File: src/rtl/matmul_sequencer.sv
// Sequences one systolic-array matrix multiply: weight load, then skewed per-lane input reads and output writes.
// Latency: start -> (LOAD_W, WAIT_W unless skipped) -> ARRAY_LAT+2*W-1 COMPUTE cycles -> 1-cycle DONE pulse.
// Backpressure: none on the lane buses; waits only on fifo_done_i, and start_i is taken only in IDLE.
module matmul_sequencer #(
    parameter int WIDTH_HEIGHT = 16,
    parameter int ARRAY_LAT    = 32
) (
    input  logic                      clk_i,
    input  logic                      reset_i,
    input  logic                      start_i,
    input  logic                      skip_weights_i,
    input  logic [7:0]                in_base_i,
    input  logic [7:0]                out_base_i,
    input  logic                      fifo_done_i,
    output logic                      fifo_start_o,
    output logic                      sys_active_o,
    output logic [WIDTH_HEIGHT-1:0]   in_rd_en_o,
    output logic [WIDTH_HEIGHT*8-1:0] in_rd_addr_o,
    output logic [WIDTH_HEIGHT-1:0]   out_wr_en_o,
    output logic [WIDTH_HEIGHT*8-1:0] out_wr_addr_o,
    output logic                      busy_o,
    output logic                      done_o
);

    // Final COMPUTE count: the last output lane finishes its W-row burst here.
    localparam int LAST = ARRAY_LAT + 2 * WIDTH_HEIGHT - 2;
    localparam int CW   = $clog2(LAST + 1);
    localparam logic [CW-1:0] LAST_C = CW'(LAST);

    typedef enum logic [2:0] {
        ST_IDLE    = 3'd0,
        ST_LOAD_W  = 3'd1,
        ST_WAIT_W  = 3'd2,
        ST_COMPUTE = 3'd3,
        ST_DONE    = 3'd4
    } state_t;

    state_t        state_q, state_d;
    logic [CW-1:0] cnt_q, cnt_d;
    logic [7:0]    in_base_q, in_base_d;
    logic [7:0]    out_base_q, out_base_d;

    // State, cycle counter and latched base addresses; reset aborts any run in flight.
    always_ff @(posedge clk_i) begin
        if (reset_i) begin
            state_q    <= ST_IDLE;
            cnt_q      <= '0;
            in_base_q  <= '0;
            out_base_q <= '0;
        end else begin
            state_q    <= state_d;
            cnt_q      <= cnt_d;
            in_base_q  <= in_base_d;
            out_base_q <= out_base_d;
        end
    end

    // Next-state logic; cnt is only non-zero inside COMPUTE so every run starts from 0.
    always_comb begin
        state_d    = state_q;
        cnt_d      = '0;
        in_base_d  = in_base_q;
        out_base_d = out_base_q;
        case (state_q)
            ST_IDLE: begin
                if (start_i) begin
                    in_base_d  = in_base_i;
                    out_base_d = out_base_i;
                    state_d    = skip_weights_i ? ST_COMPUTE : ST_LOAD_W;
                end
            end
            ST_LOAD_W: begin
                state_d = ST_WAIT_W;
            end
            ST_WAIT_W: begin
                if (fifo_done_i) begin
                    state_d = ST_COMPUTE;
                end
            end
            ST_COMPUTE: begin
                if (cnt_q == LAST_C) begin
                    state_d = ST_DONE;
                end else begin
                    cnt_d = cnt_q + 1'b1;
                end
            end
            ST_DONE: begin
                state_d = ST_IDLE;
            end
            default: begin
                state_d = ST_IDLE;
            end
        endcase
    end

    // Moore output decode: lane i reads rows 0..W-1 skewed by i cycles; outputs trail by ARRAY_LAT.
    always_comb begin
        fifo_start_o  = (state_q == ST_LOAD_W);
        sys_active_o  = (state_q == ST_COMPUTE);
        busy_o        = (state_q == ST_LOAD_W) || (state_q == ST_WAIT_W) || (state_q == ST_COMPUTE);
        done_o        = (state_q == ST_DONE);
        in_rd_en_o    = '0;
        in_rd_addr_o  = '0;
        out_wr_en_o   = '0;
        out_wr_addr_o = '0;
        if (state_q == ST_COMPUTE) begin
            for (int i = 0; i < WIDTH_HEIGHT; i++) begin
                if (int'(cnt_q) >= i && int'(cnt_q) <= i + WIDTH_HEIGHT - 1) begin
                    in_rd_en_o[i]         = 1'b1;
                    in_rd_addr_o[8*i +: 8] = in_base_q + 8'(int'(cnt_q) - i);
                end
                if (int'(cnt_q) >= ARRAY_LAT + i &&
                    int'(cnt_q) <= ARRAY_LAT + i + WIDTH_HEIGHT - 1) begin
                    out_wr_en_o[i]          = 1'b1;
                    out_wr_addr_o[8*i +: 8] = out_base_q + 8'(int'(cnt_q) - ARRAY_LAT - i);
                end
            end
        end
    end

endmodule
File: config.mk
export PLATFORM = sky130hd
export DESIGN_NAME = matmul_sequencer
export DESIGN_NICKNAME = d
export VERILOG_FILES = /design/src/rtl/matmul_sequencer.sv
export SDC_FILE = /design/constraint.sdc
export NUM_CORES = 1
export LEC_CHECK = 0
export CAP_MARGIN = 20
export CORE_ASPECT_RATIO = 1.2
export CORE_MARGIN = 2
export CORE_UTILIZATION = 53
export CTS_BUF_LIST = sky130_fd_sc_hd__clkbuf_8
export CTS_CLUSTER_SIZE = 12
export DETAILED_ROUTE_END_ITERATION = 16
export GPL_TIMING_DRIVEN = 0
export PLACE_DENSITY_LB_ADDON = 0.08
export SETUP_SLACK_MARGIN = 0.2
export SLEW_MARGIN = 20
export SYNTH_ARGS = -nofsm -noshare
export SYNTH_HDL_FRONTEND = slang
export SYNTH_SLANG_ARGS = --single-unit
File: constraint.sdc
create_clock -name clk_i -period 6.7 [get_ports clk_i]
set_clock_uncertainty 0.05 [all_clocks]
set_input_delay 2.01 -clock clk_i [delete_from_list [all_inputs] [get_ports clk_i]]
set_output_delay 2.01 -clock clk_i [all_outputs]
set_load 0.01 [all_outputs]
# After elaboration in Yosys (flattened, before gate mapping)
# Index checks and enable logic that the tools add are counted.
[classes]
mux = 73
n_shift = 0
order_cmp = 63
n_reduce_logical = 37
bitwise_logic = 1
n_mul = 0
n_eq_ne = 8
n_addsub = 64
div_mod_pow = 0
[op_table]
columns = ["op", "n"]
rows = [
  ["128-bit 2-to-1 mux", 2],
  ["8-bit 2-to-1 mux", 32],
  ["8-bit adder", 31],
  ["6-bit greater-or-equal comparator (second input constant)", 16],
  ["6-bit less-or-equal comparator (second input constant)", 16],
  ["6-bit by 5-bit less-or-equal comparator with 1-bit output (second input constant)", 15],
  ["7-bit by 5-bit subtractor with 8-bit output (second input constant)", 8],
  ["6-bit by 4-bit subtractor with 7-bit output (second input constant)", 8],
  ["6-bit by 4-bit greater-or-equal comparator with 1-bit output (second input constant)", 8],
  ["1-bit 2-to-1 mux", 32],
  ["16-bit 2-to-1 mux", 2],
  ["7-bit by 4-bit subtractor with 8-bit output (second input constant)", 4],
  ["1-bit logical AND", 31],
  ["6-bit by 3-bit subtractor with 7-bit output (second input constant)", 4],
  ["6-bit by 3-bit greater-or-equal comparator with 1-bit output (second input constant)", 4],
  ["7-bit by 3-bit subtractor with 8-bit output (second input constant)", 2],
  ["6-bit by 2-bit subtractor with 7-bit output (second input constant)", 2],
  ["6-bit by 2-bit greater-or-equal comparator with 1-bit output (second input constant)", 2],
  ["3-bit case mux with 4 select lines", 1],
  ["3-bit 2-to-1 mux", 3],
  ["8-bit by 6-bit adder with 8-bit output", 1],
  ["7-bit by 2-bit subtractor with 8-bit output (second input constant)", 1],
  ["6-bit by 1-bit subtractor with 7-bit output (second input constant)", 1],
  ["6-bit by 6-bit subtractor with 7-bit output (second input constant)", 1],
  ["16 further kinds", 19],
]
[totals]
latchBits = 0
input_bits = 21
romBits = 0
output_inout_bits = 292
ram_bits = 0
regBits = 25
memories = 0

# Depth between registers and ports, before layout
# Gate-level depths: netlist of the first run.
[depth]
word_depth = 5
mapped_depth = 14
ltp_nobuf = 12

# Least setup slack after synthesis of the first run
# No wires, ideal clock.
[synth_timing]
path_type = "register to output"
startpoint = "register cnt_q[2]"
endpoint = "output port in_rd_addr_o[79]"
slack_ns = 1.706
arrival_time_ns = 2.934
stages_incl_launch_ff = 13
t_required_ns = 4.640
path_cell_list = "dfxtp_1 clkbuf_1 inv_1 ha_1 nor2b_1 or2_2 xnor2_1 ha_1 nand2_1 o311ai_0 a21oi_1 xnor2_1 nor2_1"
[synth_between]
elab_chain_len = 4
[synth_rtl]
columns = ["item", "line_no", "rtl"]
rows = [
  ["start, declared", "39", "logic [CW-1:0] cnt_q, cnt_d;"],
  ["start signal, assigned", "52", "cnt_q <= cnt_d;"],
  ["6-bit by 4-bit subtractor with 7-bit output, or another cell as far along", "110", "in_rd_addr_o[8*i +: 8] = in_base_q + 8'(int'(cnt_q) - i);"],
  ["8-bit adder / 1-bit logical AND (equally long branches)", "110, 108", ""],
  ["8-bit 2-to-1 mux (*)", "108", "if (int'(cnt_q) >= i && int'(cnt_q) <= i + WIDTH_HEIGHT - 1) begin"],
  ["128-bit 2-to-1 mux (*)", "106", "if (state_q == ST_COMPUTE) begin"],
  ["end, declared", "18", "output logic [WIDTH_HEIGHT*8-1:0] in_rd_addr_o,"],
]
# Every way passes the cells marked *; elsewhere a longest branch is shown, timed or not.

# Final worst setup path of the first run
# Ends and elaborated chain as after synthesis.

==> results of run 1 <==
==> where the power goes <==
part	internal (uW)	switching, uW	leakage, uW	total (uW)
sequential	156	22.4	0.000206	179
clock	42.4	55.7	0.0000217	98.1
combinational	219	318	0.00542	537
==> per-stage QoR <==
step	setup WS [ns]	util
3_3_place_gp	0.221	0.736
4_1_cts	0.0148	0.741
6_report	0.120	0.744
3_5_place_dp	0.169	0.736
5_1_grt	0.0877	0.744
2_1_floorplan	1.71	-
==> routing by layer <==
layer	GRT usage	wire, um	part of all wire
met1	0.443	15000	0.37
met2	0.695	19300	0.47
met3	0.0714	3500	0.086
met4	0.263	2900	0.071
met5	0	0	0
==> area by class of cell <==
class | instances | area share
repair buffers | 320 | 0.243
inverters | 125 | 0.0364
clock buffers | 3 | 0.00316
plain buffers | 63 | 0.0219
clock inverters | 1 | 0.000574
well taps | 220 | 0.0210
multi-input cells | 1236 | 0.635
flip-flops and latches | 25 | 0.0386
==> registers in the layout (all words and copies together), names as in the netlist <==
register	cells
in_base_q	8
out_base_q	8
cnt_q	6
state_q	3
==> synth_stat cells (all sizes together) (5+ instances only) <==
| master | number | area share |
|---|---|---|
| nor3 | 32 | 0.018 |
| a211o | 13 | 0.012 |
| nand3 | 20 | 0.010 |
| nor3b | 15 | 0.012 |
| ha | 131 | 0.17 |
| o21a | 18 | 0.014 |
| a21boi | 6 | 0.0047 |
| o21bai | 8 | 0.0063 |
| o211ai | 15 | 0.012 |
| o22ai | 7 | 0.0046 |
| inv | 125 | 0.049 |
| nand3b | 5 | 0.0052 |
| fa | 16 | 0.034 |
| a31oi | 22 | 0.014 |
| xor2 | 79 | 0.073 |
| dfxtp | 25 | 0.052 |
| or3 | 6 | 0.0039 |
| nor2 | 282 | 0.11 |
| nand2b | 11 | 0.0072 |
| and2 | 17 | 0.011 |
| a211oi | 15 | 0.012 |
| and3 | 7 | 0.0046 |
| nand2 | 103 | 0.041 |
| o21ai | 78 | 0.041 |
| buf | 40 | 0.020 |
| or2 | 14 | 0.0092 |
| clkbuf | 23 | 0.0091 |
| o311ai | 5 | 0.0054 |
| xnor2 | 104 | 0.096 |
| a21o | 22 | 0.017 |
| a21oi | 122 | 0.064 |
| o31ai | 10 | 0.0079 |
| nor2b | 20 | 0.013 |
==> kinds of logic after synthesis <==
logic type	count (synthesis)	synth area share
multiplexers	2	0.00210
XOR/XNOR	183	0.169
flip-flops	25	0.0525
buffers and inverters	188	0.0785
AND/OR/NAND/NOR	539	0.253
adder cells (fa/ha/maj)	147	0.206
AO/OA/AOI/OAI	365	0.240
==> what timing repair did <==
action                     in CTS  in global routing
hold buffers                    0                  0
buffers inserted                4                  4
setup endpoints to repair      49                 38
resized for setup               5                 10
==> final timing paths <==
check / end / cells after the start / slack [ns] / startpoint
worst min-delay path: out_base_q[7] / 2 / 0.43 / out_base_q[7]
worst min register to register: out_base_q[7] / 2 / 0.43 / out_base_q[7]
worst max-delay path: in_rd_addr_o[79] / 13 / 0.12 / cnt_q[2]
worst max register to register: cnt_q[5] / 6 / 4.55 / cnt_q[2]
==> worst min-delay path, cell delays in order, from the launching register on <==
cell and delay [ns]:
dfxtp_1 0.33, nand2_1 0.05, a21oi_1 0.05
==> flow_metrics.py, run 1 <==
metrics = {
    "grt": {
        "grt_max_degree": 21,
        "antenna_found_initial": 0,
        "grt_pass1_wl_um": 60700,
        "gr-total-overflow": 0,
        "first_global_vias": 11500,
        "grtUsageTotal": 0.398,
    },
    "detailed_routing": {
        "dr.first_iter.drc_count": 1169,
        "first_pass_iters": 6,
        "vias": 12200,
        "wirelength_um": 40700,
        "wl_per_cell_um": 20.4,
        "via_per_inst": 6.11,
        "drc": 0,
        "drtAntennaViolNets": 0,
    },
    "floorplan": {
        "core-area_um2": 17600,
        "ios": 313,
        "die_area_um2": 19100,
        "initial_utilization": 0.543,
        "die_x_um": 126,
        "fp.dieH_um": 151,
        "rows": 53,
    },
    "placed_design": {
        "gp_congestion": 1.09,
        "dp.cells": 1981,
        "place_hpwl_um": 32300,
        "port-buffer-count": 312,
        "dpl_cell_area_um2": 12900,
    },
    "flow_run": {
        "drv_cap": 0,
    },
    "critical_path": {
        "worstSetupEndpointType": "output port",
        "cp_slowest_cell": "clkdlybuf4s50_1",
        "worstSetupStartpointType": "register",
        "path_cells": "clkbuf_2 > inv_1 > ha_1 > nor2b_1 > or2_2 > xnor2_1 > ha_1 > a21oi_1 > o311ai_0 > a21oi_1 > xnor2_1 > nor2_1 > clkdlybuf4s50_1",
        "path_delay_family": "buffers and inverters",
        "crit_fanout": 10,
        "path_buf_inv": 3,
        "arrival_ns": 4.52,
        "worstPathRequired_ns": 4.64,
        "cpPeakStageDelay_ns": 0.55,
        "crit_type": "register to output port",
    },
    "layout": {
        "diodes": 0,
        "layout.cells.non_filler": 1993,
        "fin_nets": 1942,
        "layout_commonest_cell": "clkdlybuf4s50_1",
        "final_cell_mix": "clkdlybuf4s50_1, nor2_1, ha_1",
        "drive_gt1_frac": 0.0423,
        "syn2layout_area_growth_pct": 37.2,
        "nFillCells": 1393,
        "multi_input_area_um2": 8300,
        "post-route-cell-area_um2": 13100,
        "regArea_um2": 505,
    },
    "pwr": {
        "p_leak_uw": 0.00564,
        "power_density_nw_per_um2": 62.2,
        "total_power_uw": 814,
        "irDropWorstVdd_mv": 0.0586,
    },
    "clocking": {
        "clk_latency_ns": 0.28,
        "cts_root_buf": "clkbuf_8",
        "clkSlewWorstSetupHoldPaths_ns": 0.10,
        "htreeDepth": 1,
        "cts_tree": "done",
        "clockBufferDepth": 2,
        "cts_buffers": 3,
        "cts.sinks": 25,
    },
    "status": {
        "status": "completed",
    },
    "timing": {
        "slew_headroom": 0.226,
        "totalNegativeSetupSlack_ns": 0,
        "hold_violations": 0,
        "whs_ns": 0.426,
        "setup_violations": 0,
        "fin_crit_sh": 0.982,
        "max_slew.worst_pin.slew_ns": 1.16,
        "fmax_mhz": 152,
        "slew_viol_final": 0,
        "period_minus_slack_ns": 6.58,
        "rsz0062_at_grt": "true",
    },
    "synthesis": {
        "synth_flop_cell": "dfxtp_1",
        "syn_area_um2": 9530,
        "syn_inst": 1449,
        "synth_edf_count": 0,
        "postSynthAreaPerCell_um2": 6.58,
        "yosys_warnings": 0,
        "ys_types": 64,
        "yosysSeqAreaShare": 0.0525,
        "syn_nets": 1617,
        "synthArstFlopShare": 0,
        "synth-seq-cells": 25,
    },
    "worst_hold_path": {
        "hp-class": "register to register",
    },
}
Note: power is estimated with default switching activity, not from simulation.
==> run 2, diff against run 1 <==
--- a/config.mk
+++ b/config.mk
@@ -15,7 +15,7 @@
 export GPL_TIMING_DRIVEN = 0
 export PLACE_DENSITY_LB_ADDON = 0.08
 export SETUP_SLACK_MARGIN = 0.2
-export SLEW_MARGIN = 20
+export SLEW_MARGIN = 0
 export SYNTH_ARGS = -nofsm -noshare
 export SYNTH_HDL_FRONTEND = slang
 export SYNTH_SLANG_ARGS = --single-unit
==> flow_metrics.py, run 2 (same netlist as run 1, synthesis figures left out) <==
metrics = {
    "layout": {
        "fin_nets": 1943,
        "post-route-cell-area_um2": 13100,
        "syn2layout_area_growth_pct": 37.2,
        "layout_commonest_cell": "clkdlybuf4s50_1",
        "diodes": 0,
        "final_cell_mix": "clkdlybuf4s50_1, nor2_1, ha_1",
        "layout.cells.non_filler": 1994,
        "drive_gt1_frac": 0.0423,
        "reg.largest.list": "in_base_q x8, out_base_q x8, cnt_q x6",
    },
    "detailed_routing": {
        "dr.first_iter.drc_count": 1065,
        "via_per_inst": 6.09,
        "drtAntennaViolNets": 0,
        "wirelength_um": 40800,
        "vias": 12100,
        "first_pass_iters": 7,
        "wl_per_cell_um": 20.5,
        "drc": 0,
    },
    "worst_hold_path": {
        "min_to": "out_base_q[7]",
        "hold_depth": 2,
        "min-delay-start": "out_base_q[7]",
        "hp-class": "register to register",
    },
    "floorplan": {
        "ios": 313,
        "fp.dieH_um": 151,
        "die_area_um2": 19100,
        "die_x_um": 126,
        "rows": 53,
        "core-area_um2": 17600,
        "initial_utilization": 0.543,
    },
    "pwr": {
        "power_density_nw_per_um2": 62.2,
        "p_leak_uw": 0.00565,
        "clock_power_share": 0.120,
        "p_comb_frac": 0.660,
        "seqPwrFrac": 0.220,
        "switchingPower_uw": 395,
        "p_int_uw": 418,
        "irDropWorstVdd_mv": 0.0584,
        "total_power_uw": 813,
        "netSwitchingFraction": 0.486,
    },
    "timing": {
        "slew_headroom": 0.213,
        "fmax_mhz": 152,
        "hold_violations": 0,
        "slew_viol_final": 0,
        "fin_crit_sh": 0.981,
        "rsz0062_at_grt": "true",
        "max_slew.worst_pin.slew_ns": 1.18,
        "whs_ns": 0.426,
        "period_minus_slack_ns": 6.57,
        "totalNegativeSetupSlack_ns": 0,
        "setup_violations": 0,
    },
    "placed_design": {
        "port-buffer-count": 312,
        "dpl_cell_area_um2": 12900,
        "place_hpwl_um": 32300,
        "dp.cells": 1981,
        "gp_congestion": 1.09,
    },
    "critical_path": {
        "r2r_cells": 6,
        "worstSetupStartpointType": "register",
        "path_cells": "buf_2 > inv_1 > ha_1 > buf_4 > nor2b_1 > or2_2 > xnor2_1 > ha_1 > nand2_1 > o311ai_0 > a21oi_1 > xnor2_1 > nor2_1 > clkdlybuf4s50_1",
        "cp_slowest_cell": "dfxtp_1",
        "worstPathRequired_ns": 4.64,
        "crit_fanout": 10,
        "arrival_ns": 4.51,
        "worstSetupEndpointType": "output port",
        "worst-r2r-setup-slack_ns": 4.57,
        "cpPeakStageDelay_ns": 0.63,
        "reg2reg_from": "cnt_q[2]",
        "worst_r2r_endpoint": "cnt_q[5]",
        "crit_type": "register to output port",
    },
    "grt": {
        "use_met1": 0.443,
        "top_usage_layer": "met2",
        "grtUsageMet2": 0.695,
        "gr-total-overflow": 0,
        "first_global_vias": 11500,
        "grt_pass1_wl_um": 60700,
        "grtUsageTotal": 0.398,
        "antenna_found_initial": 0,
        "grt_max_degree": 21,
        "grtUsageMet3": 0.0714,
    },
    "status": {
        "status": "completed",
    },
    "clocking": {
        "clk_latency_ns": 0.28,
        "cts_tree": "done",
        "cts.sinks": 25,
        "clkSlewWorstSetupHoldPaths_ns": 0.10,
        "cts_root_buf": "clkbuf_8",
        "clockBufferDepth": 2,
        "cts_buffers": 3,
        "hold_buffers": 0,
        "htreeDepth": 1,
    },
    "flow_run": {
        "drv_cap": 0,
    },
}
run 2: cell count changes in the layout (fill, tap and decap cells not counted):
cell,change
o311ai_1,+1
buf_2,+1
o311ai_2,-1
run 2: final cells by class:
cell class | count | area (um^2)
Multi-Input combinational cell | 1236 | 8300
Buffer | 63 | 287
Inverter | 125 | 477
Timing Repair Buffer | 321 | 3190
Clock inverter | 1 | 7.51
Sequential cell | 25 | 505
Tap cell | 220 | 275
Fill cell | 1394 | 4500
Clock buffer | 3 | 41.3
run 2: repair_timing:
action                                  in CTS  in global routing
resized for setup                            5                 10
setup buffers                                4                  4
cloned                                       0                  0
endpoints found under the setup margin      49                 38
run 2: stage by stage:
stage | setup slack [ns] | utilization
global placement | 0.221 | 0.736
detailed placement | 0.169 | 0.736
CTS | 0.0148 | 0.741
finish | 0.127 | 0.744
global route | 0.0877 | 0.744
floorplan | 1.71 | -
run 2: layer usage:
metal / part of all wire / vias up
met2: 0.47 / 765
li1: - / 5557
met4: 0.073 / 0
met1: 0.37 / 5611
met5: 0 / -
met3: 0.087 / 203
run 2: power groups by stage:
stage,Clock [uW],Sequential (uW),Combinational (uW)
2_1_floorplan,0,170,397
3_3_place_gp,0,180,503
3_5_place_dp,0,180,521
4_1_cts,96.8,177,526
5_1_grt,103,179,583
6_report,97.9,179,537
run 2: critical path, delay by kind of cell (launching register included):
| kind | cells | cell delay (ns) |
|---|---|---|
| AO/OA/AOI/OAI | 2 | 0.57 |
| XOR/XNOR | 2 | 0.29 |
| adder cells (fa/ha/maj) | 2 | 0.68 |
| buffers and inverters | 4 | 1.34 |
| flip-flops | 1 | 0.63 |
| AND/OR/NAND/NOR | 4 | 0.70 |
run 2: worst max path at each step:
stage,from,endpoint,cells past startpoint
6_report,cnt_q[0],in_rd_addr_o[79],14
5_1_grt,cnt_q[0],in_rd_addr_o[79],14
4_1_cts,cnt_q[1],in_rd_addr_o[79],15
3_5_place_dp,cnt_q[2],out_wr_addr_o[86],11
3_3_place_gp,cnt_q[2],out_wr_addr_o[86],11
2_1_floorplan,cnt_q[2],in_rd_addr_o[79],12
